===== src/rtl/msg_bus_assembler.sv =====
// Lane-staging bus assembler: collects UNIT_NUM lanes into one word and queues frames in a FIFO.
// Optional partial-frame flush input is enabled by defining MSG_ASM_FLUSH_EN.
module msg_bus_assembler #(
    parameter int unsigned UNIT_NUM   = 5,
    parameter int unsigned UNIT_WIDTH = 4,
    parameter int unsigned DEPTH      = 4
) (
    input  logic                           sys_clk,
    input  logic                           rstn,
    input  logic [UNIT_NUM*UNIT_WIDTH-1:0] port_in_i,
    input  logic [UNIT_NUM-1:0]            load_en_i,
    input  logic [UNIT_NUM-1:0]            lane_clr_i,
`ifdef MSG_ASM_FLUSH_EN
    input  logic                           flush_i,
`endif
    output logic [UNIT_NUM*UNIT_WIDTH-1:0] port_out_o,
    output logic                           out_valid_o,
    input  logic                           out_ready_i,
    output logic [UNIT_NUM-1:0]            filled_o,
    output logic                           stall_o,
    output logic [$clog2(DEPTH+1)-1:0]     fifo_cnt_o,
    output logic                           err_o
);

    localparam int unsigned DataW = UNIT_NUM * UNIT_WIDTH;
    localparam int unsigned PtrW  = (DEPTH > 1) ? $clog2(DEPTH) : 1;
    localparam int unsigned CntW  = $clog2(DEPTH + 1);

    logic [DataW-1:0]    stage_q, stage_d;
    logic [UNIT_NUM-1:0] filled_q, filled_d;
    logic                err_q, err_d;

    logic [DataW-1:0]    mem_q [DEPTH];
    logic [PtrW-1:0]     wr_ptr_q, wr_ptr_d;
    logic [PtrW-1:0]     rd_ptr_q, rd_ptr_d;
    logic [CntW-1:0]     cnt_q, cnt_d;
    logic [DataW-1:0]    head_q, head_d;

    logic [UNIT_NUM-1:0] load_eff, load_new, load_dup, carry;
    logic [DataW-1:0]    merged;
    logic                complete, flush_req, push_req, full, pop, push;

    // Effective loads: clear wins; loads onto empty lanes join the current frame.
    assign load_eff = load_en_i & ~lane_clr_i;
    assign load_new = load_eff & ~filled_q;
    assign load_dup = load_eff & filled_q;
    assign complete = &(filled_q | load_new);

`ifdef MSG_ASM_FLUSH_EN
    assign flush_req = flush_i & (|(filled_q | load_new));
`else
    assign flush_req = 1'b0;
`endif

    assign push_req = complete | flush_req;
    assign full     = (cnt_q == CntW'(DEPTH));
    assign pop      = out_valid_o & out_ready_i;
    assign push     = push_req & (~full | pop);
    assign stall_o  = push_req & full & ~pop;

    // Loads on a fully staged frame being pushed start the next frame instead of erroring.
    assign carry = (push && (load_new == '0)) ? load_dup : '0;

    always_comb begin
        merged = stage_q;
        for (int i = 0; i < int'(UNIT_NUM); i++) begin
            if (load_new[i]) begin
                merged[i*UNIT_WIDTH +: UNIT_WIDTH] = port_in_i[i*UNIT_WIDTH +: UNIT_WIDTH];
            end
        end
    end

    always_comb begin
        stage_d  = stage_q;
        filled_d = filled_q;
        err_d    = err_q | (|(load_dup & ~carry));
        for (int i = 0; i < int'(UNIT_NUM); i++) begin
            if (push) begin
                stage_d[i*UNIT_WIDTH +: UNIT_WIDTH] = '0;
                filled_d[i]                         = 1'b0;
                if (carry[i]) begin
                    stage_d[i*UNIT_WIDTH +: UNIT_WIDTH] = port_in_i[i*UNIT_WIDTH +: UNIT_WIDTH];
                    filled_d[i]                         = 1'b1;
                end
            end else if (lane_clr_i[i]) begin
                stage_d[i*UNIT_WIDTH +: UNIT_WIDTH] = '0;
                filled_d[i]                         = 1'b0;
            end else if (load_new[i]) begin
                stage_d[i*UNIT_WIDTH +: UNIT_WIDTH] = port_in_i[i*UNIT_WIDTH +: UNIT_WIDTH];
                filled_d[i]                         = 1'b1;
            end
        end
    end

    always_comb begin
        wr_ptr_d = push ? wr_ptr_q + PtrW'(1) : wr_ptr_q;
        rd_ptr_d = pop ? rd_ptr_q + PtrW'(1) : rd_ptr_q;
        cnt_d    = cnt_q + CntW'(push) - CntW'(pop);
        // Registered head: bypass the pushed word when it lands at the next read slot.
        if (cnt_d == '0) begin
            head_d = '0;
        end else if (push && (wr_ptr_q == rd_ptr_d)) begin
            head_d = merged;
        end else begin
            head_d = mem_q[rd_ptr_d];
        end
    end

    always_ff @(posedge sys_clk) begin
        if (!rstn) begin
            stage_q  <= '0;
            filled_q <= '0;
            err_q    <= 1'b0;
            wr_ptr_q <= '0;
            rd_ptr_q <= '0;
            cnt_q    <= '0;
            head_q   <= '0;
        end else begin
            stage_q  <= stage_d;
            filled_q <= filled_d;
            err_q    <= err_d;
            wr_ptr_q <= wr_ptr_d;
            rd_ptr_q <= rd_ptr_d;
            cnt_q    <= cnt_d;
            head_q   <= head_d;
        end
    end

    always_ff @(posedge sys_clk) begin
        if (rstn && push) begin
            mem_q[wr_ptr_q] <= merged;
        end
    end

    assign port_out_o  = head_q;
    assign out_valid_o = (cnt_q != '0);
    assign filled_o    = filled_q;
    assign fifo_cnt_o  = cnt_q;
    assign err_o       = err_q;

endmodule


===== config.mk =====
export PLATFORM = sky130hd
export DESIGN_NAME = msg_bus_assembler
export DESIGN_NICKNAME = d
export VERILOG_FILES = /design/src/rtl/msg_bus_assembler.sv
export SDC_FILE = /design/constraint.sdc
export NUM_CORES = 1
export LEC_CHECK = 0
export BUFFER_PORTS_ARGS = -buffer_cell sky130_fd_sc_hd__buf_2
export CORE_MARGIN = 2
export CORE_UTILIZATION = 50
export DETAILED_ROUTE_END_ITERATION = 12
export PLACE_DENSITY = 0.71
export REMOVE_ABC_BUFFERS = 1
export SETUP_SLACK_MARGIN = 0.3
export SYNTH_ARGS = -nofsm -noshare
export SYNTH_HDL_FRONTEND = slang
export SYNTH_SLANG_ARGS = --single-unit

===== constraint.sdc =====
create_clock -name sys_clk -period 5.6 [get_ports sys_clk]
set_input_delay 1.12 -clock sys_clk [delete_from_list [all_inputs] [get_ports sys_clk]]
set_output_delay 1.12 -clock sys_clk [all_outputs]
set_load 0.03 [all_outputs]

==> flow_summary_export.csv, run 1 <==
group,metric,value,unit
logic_synthesis,synth_cell_types,41,
route,first_iter_violations,276,
sta,min_period,3.92,ns
logic_synthesis,syn_inst,490,
cts,post_cts_buffers,0,
floorplan,coreArea,11600,sq um
setup_path,critPathMaxFanout,40,
setup_path,endpoint_kind,"flip-flop",
setup_path,crit_buf_inv,4,
floorplan,dieArea,12900,sq um
sta,tns,0,ns
setup_path,required,5.93,ns
hold_path,hold_start,"err_o$_SDFF_PN0_",
pwr,power_density,453,nW/um^2
cts,htreeDepth,4,
logic_synthesis,synth_common_cells,"edfxtp_1, a211oi_1, dfxtp_1",
setup_path,crit_type,"in2reg",
global_route,grt_pass1_wl,22500,um
cts,cts_tree,"yes",
sta,slew_viol_final,0,
place,hpwl,9000,um
logic_synthesis,yosysSeqAreaShare,0.579,
final_layout,drive_gt1_frac,0.238,
logic_synthesis,synth.avg_cell_area,12.2,sq um
route,first_pass_iters,4,
logic_synthesis,synth_edf_count,80,
logic_synthesis,ys_seq_elements,133,
logic_synthesis,yosys.area.top_type_share,0.401,
place,placed_area,6440,sq um
logic_synthesis,post-synth-top-count-cell,"edfxtp_1",
sta,rsz0062_at_grt,"no",
logic_synthesis,syn_area,5980,sq um
logic_synthesis,async_flop_share,0,
final_layout,final_area,7060,sq um
logic_synthesis,synth_flop_cell,"edfxtp_1",
sta,hold_slack,0.472,ns
floorplan,std_cell_rows,39,
final_layout,fin_nets,591,
pwr,ir_worst_vdd,0.300,mV
logic_synthesis,synth_top_cell_by_area,"edfxtp_1",
pwr,p_leak,0.00263,uW
logic_synthesis,yosys_warnings,0,
place,gp_congestion,0.784,
floorplan,floorplan.initialDensity,0.517,
global_route,antenna_found_initial,0,
global_route,overflow,0,
route,wire_per_inst,20.1,um
route,via_per_inst,6.08,
sta,maxSlewHeadroom,0.200,
sta,worst_slew_pin_slew,1.20,ns
hold_path,hp-class,"reg2reg",
setup_path,path_cells,"buf_2, nand2b_1, a222oi_1, nand2_1, ha_1, inv_1, ha_1, inv_1, fa_1, xnor2_1, xnor2_1, o31a_1, buf_4, o21ai_0, mux2i_1",
setup_path,crit_family,"compound AO/OA/AOI/OAI gates",
final_layout,area_growth_syn_to_layout,17.9,%
setup_path,slowest_stage,"a222oi_1",
logic_synthesis,ys_top_cells_by_area,"edfxtp_1, dfxtp_1, a211oi_1, mux2i_1, mux2_2",
route,wl,14200,um
sta,setup_viol,0,
setup_path,max_stage_delay,0.53,ns
cts,cts_hold_buf,0,
floorplan,ios,64,
run_status,status,"finished, final reports clean",
setup_path,worstPathArrival,4.25,ns
place,io_buffers,63,
job,max_cap_violations,0,
sta,hold_viol,0,
floorplan,fp.dieH,113,um
cts,cts_buffers,17,
sta,fin_crit_sh,0.701,
route,drc,0,
global_route,grt_max_degree,45,
global_route,track_usage,0.232,
route,drtAntennaViolNets,0,
final_layout,diodes,0,
sta,max_freq,255,MHz
route,vias,4300,
setup_path,start_kind,"input pin",
setup_path,crit_start,"lane_clr_i[0]",
cts,clk_pin_slew,0.06,ns
cts,clock_latency,0.42,ns
sta,skew,0.00834,ns
cts,cts_root_buffer,"clkbuf_16",
setup_path,r2r-start,"fifo_cnt_o[1]$_SDFF_PN0_",
cts,clkSinkCount,133,
cts,postCtsResizedCells,0,
cts,cts_buffer_depth,2,
floorplan,die_w,113,um
global_route,grt_pass1_vias,4318,
==> registers in the layout (all words and copies together) (netlist names) <==
| name | count |
|---|---|
| filled_o | 5 |
| err_o | 1 |
| wr_ptr_q | 2 |
| port_out_o | 20 |
| rd_ptr_q | 2 |
| fifo_cnt_o | 3 |
| stage_q | 20 |
| mem_q | 80 |
==> final timing paths <==
kind,slack (ns),cells after the start,to
worst max-delay path,1.68,15,port_out_o[5]$_SDFF_PP0_
worst min-delay path,0.47,1,err_o$_SDFF_PN0_
worst max register to register,2.14,15,port_out_o[5]$_SDFF_PP0_
worst min register to register,0.47,1,err_o$_SDFF_PN0_
==> area by class of cell <==
cell class	instances	area, sq um
fillers	901	4510
flip-flops and latches	133	3460
multi-input cells	315	2360
clock buffers	18	429
repair buffers	74	398
clock inverters	14	185
well taps	143	179
inverters	10	37.5
==> per-stage QoR <==
stage,std cells,power [uW],worst slack [ns],utilization
6_report,707,3190,1.68,0.610
4_1_cts,707,3200,1.71,0.610
3_5_place_dp,675,2050,1.33,0.557
2_1_floorplan,458,1770,0.737,-
5_1_grt,707,3350,1.43,0.610
3_3_place_gp,675,2030,1.44,0.557
==> placed cells by master, fill, tap and decap left out, types with 11 or more instances in the layout <==
cell and count:
nor2b_1 30, o21ai_0 22, clkbuf_16 17, nand2_1 31
edfxtp_1 80, mux2_2 20, a211oi_1 60, buf_4 11
dfxtp_1 52, mux2i_1 41, buf_2 63, a32o_1 20
o22ai_1 20
==> kinds of logic (layout without fill, tap and decap cells) <==
logic type,Yosys count,count (layout),share of synthesized area
xor gates and xnor gates,6,6,0.00878
adders and majority gates,7,7,0.0159
DFF,133,133,0.579
buffers and inverters,42,116,0.0286
AOI/OAI and AO/OA,138,138,0.166
and+or+nand+nor,103,103,0.0958
muxes,61,61,0.106
==> metal layers <==
layer / global-route usage / wire, um / up-vias
met2: 0.398 / 7140 / 163
met3: 0.0547 / 956 / 16
li1: - / - / 2017
met4: 0.0780 / 201 / 0
met5: 0 / 0 / -
met1: 0.289 / 5890 / 2104
==> where the power goes <==
part	internal, uW	switching (uW)	total [uW]
combinational	293	599	892
clock	740	412	1150
sequential	1110	43.4	1150
total	2140	1050	3190
Power figures use the tool's default switching activity.
==> inputs of run 2 (changes only) <==
Clock period 5.6 ns to 3.85 ns, I/O delays scaled along.
==> run 2 against run 1 <==
Hold slack better by 0.019 ns. Non-clock buffer count rose by 10. Clock power grew 30%. Utilization grew 0.26 points. Clock skew barely moved. Wire length rose by 2.9%. Global-route usage increased by 0.28 points. Critical endpoint unchanged. Register-to-register slack worse by 1.5 ns. First-iteration DRC count is 2.2% higher. Flip-flop and latch count unchanged.
==> flow_summary_export.csv, run 2 (synthesis results as in run 1) <==
group,metric,value,unit
run_status,status,"finished, final reports clean",
final_layout,area_growth_syn_to_layout,18.4,%
setup_path,worstPathArrival,3.59,ns
hold_path,hold_path_end,"err_o$_SDFF_PN0_",
setup_path,critPathMaxFanout,40,
route,vias,4440,
floorplan,ios,64,
sta,min_period,3.25,ns
cts,cts_tree,"yes",
global_route,grt_pass1_vias,4419,
place,placed_area,6530,sq um
setup_path,required,4.19,ns
final_layout,diodes,0,
floorplan,std_cell_rows,39,
sta,slew_viol_final,0,
cts,clock_latency,0.42,ns
setup_path,crit_type,"in2reg",
route,first_iter_violations,282,
setup_path,start_kind,"input pin",
sta,hold_viol,0,
final_layout,multi_input_area,2360,sq um
cts,cts_buffers,17,
floorplan,floorplan.initialDensity,0.517,
hold_path,hold_path_depth,1,
place,io_buffers,63,
setup_path,r2r-start,"fifo_cnt_o[1]$_SDFF_PN0_",
place,gp_congestion,0.779,
cts,post_cts_buffers,0,
pwr,ir_worst_vdd,0.470,mV
floorplan,coreArea,11600,sq um
pwr,power_density,637,nW/um^2
final_layout,drive_gt1_frac,0.254,
hold_path,hp-class,"reg2reg",
global_route,grt_pass1_wl,22700,um
sta,rsz0062_at_grt,"no",
setup_path,r2r_setup_slack,0.63,ns
global_route,antenna_found_initial,0,
cts,clkSinkCount,133,
final_layout,fillers,919,
job,max_cap_violations,0,
route,drc,0,
floorplan,die_w,113,um
global_route,grt_max_degree,41,
cts,cts_buffer_depth,2,
setup_path,r2r_cells,14,
final_layout,fin_nets,601,
cts,cts_root_buffer,"clkbuf_16",
pwr,p_leak,0.00266,uW
route,wl,14600,um
sta,maxSlewHeadroom,0.378,
final_layout,regMostFlops,"mem_q",
sta,fin_crit_sh,0.845,
final_layout,largest_register_ffs,80,
route,first_pass_iters,5,
pwr,finalPower,4510,uW
final_layout,area.sequential,3460,sq um
setup_path,endpoint_kind,"flip-flop",
cts,htreeDepth,4,
hold_path,hold_start,"err_o$_SDFF_PN0_",
route,drtAntennaViolNets,0,
sta,max_freq,307,MHz
final_layout,final_cell_mix,"edfxtp_1, buf_2, a211oi_1",
final_layout,final_area,7090,sq um
place,hpwl,9390,um
global_route,track_usage,0.234,
route,wire_per_inst,20.4,um
sta,tns,0,ns
cts,cts_hold_buf,0,
floorplan,fp.dieH,113,um
sta,worst_slew_pin_slew,0.931,ns
setup_path,rr_endpoint,"port_out_o[5]$_SDFF_PP0_",
floorplan,dieArea,12900,sq um
final_layout,layout_commonest_cell,"edfxtp_1",
sta,setup_viol,0,
route,via_per_inst,6.19,
sta,skew,0.00880,ns
cts,postCtsResizedCells,0,
global_route,overflow,0,
cts,clk_pin_slew,0.06,ns
## run 2: cell count changes in the layout (fill, tap and decap cells not counted), moves of 2 or more
cell / change
inv_6: +2
buf_4: +9
clkinv_4: +2
bufinv_16: -3
## run 2: where the power goes
| group | internal, uW | switching (uW) | leakage [uW] |
|---|---|---|---|
| Sequential | 1610 | 82.0 | 0.00118 |
| Clock | 887 | 615 | 0.000261 |
| Combinational | 452 | 868 | 0.00123 |
| Total | 2950 | 1560 | 0.00266 |
## run 2: area by class of cell
class                      instances  area share
inverter                          10     0.00530
multi-input combinational        315       0.334
clock buffer                      17      0.0600
sequential                       133       0.489
timing repair buffer              84      0.0685
clock inverter                    15      0.0185
tap                              143      0.0252
## run 2: critical path: stages
cell and delay (ns):
buf_2 0.11, nand2b_1 0.18, a222oi_1 0.40, nand2_1 0.13, ha_1 0.31, inv_1 0.05, ha_1 0.13, inv_1 0.04
fa_1 0.37, xnor2_1 0.17, xnor2_1 0.15, o31a_1 0.19, buf_12 0.21, o21ai_0 0.15, mux2i_1 0.18
## run 2: metrics by stage
step	utilization	cells	setup slack, ns	hold WS, ns
after floorplan	-	458	-0.982	0.557
after global placement	0.565	685	0.289	0.448
after detailed placement	0.565	685	0.218	0.468
after CTS	0.613	717	0.653	0.492
after global routing	0.613	717	0.442	0.510
final	0.613	717	0.597	0.491
## run 2: worst max-delay path by stage
stage	startpoint	end	slack [ns]
floorplan	fifo_cnt_o[1]$_SDFF_PN0_	port_out_o[0]$_SDFF_PP0_	-0.98
global route	lane_clr_i[0]	port_out_o[6]$_SDFF_PP0_	0.44
global placement	lane_clr_i[0]	port_out_o[13]$_SDFF_PP0_	0.29
CTS	lane_clr_i[0]	port_out_o[6]$_SDFF_PP0_	0.65
finish	lane_clr_i[0]	port_out_o[5]$_SDFF_PP0_	0.60
detailed placement	lane_clr_i[0]	port_out_o[6]$_SDFF_PP0_	0.22
## run 2: per-layer routing
metal | part of all wire | global-route usage
met1 | 0.41 | 0.296
met2 | 0.50 | 0.392
met3 | 0.072 | 0.0521
met4 | 0.016 | 0.0976
met5 | 0 | 0
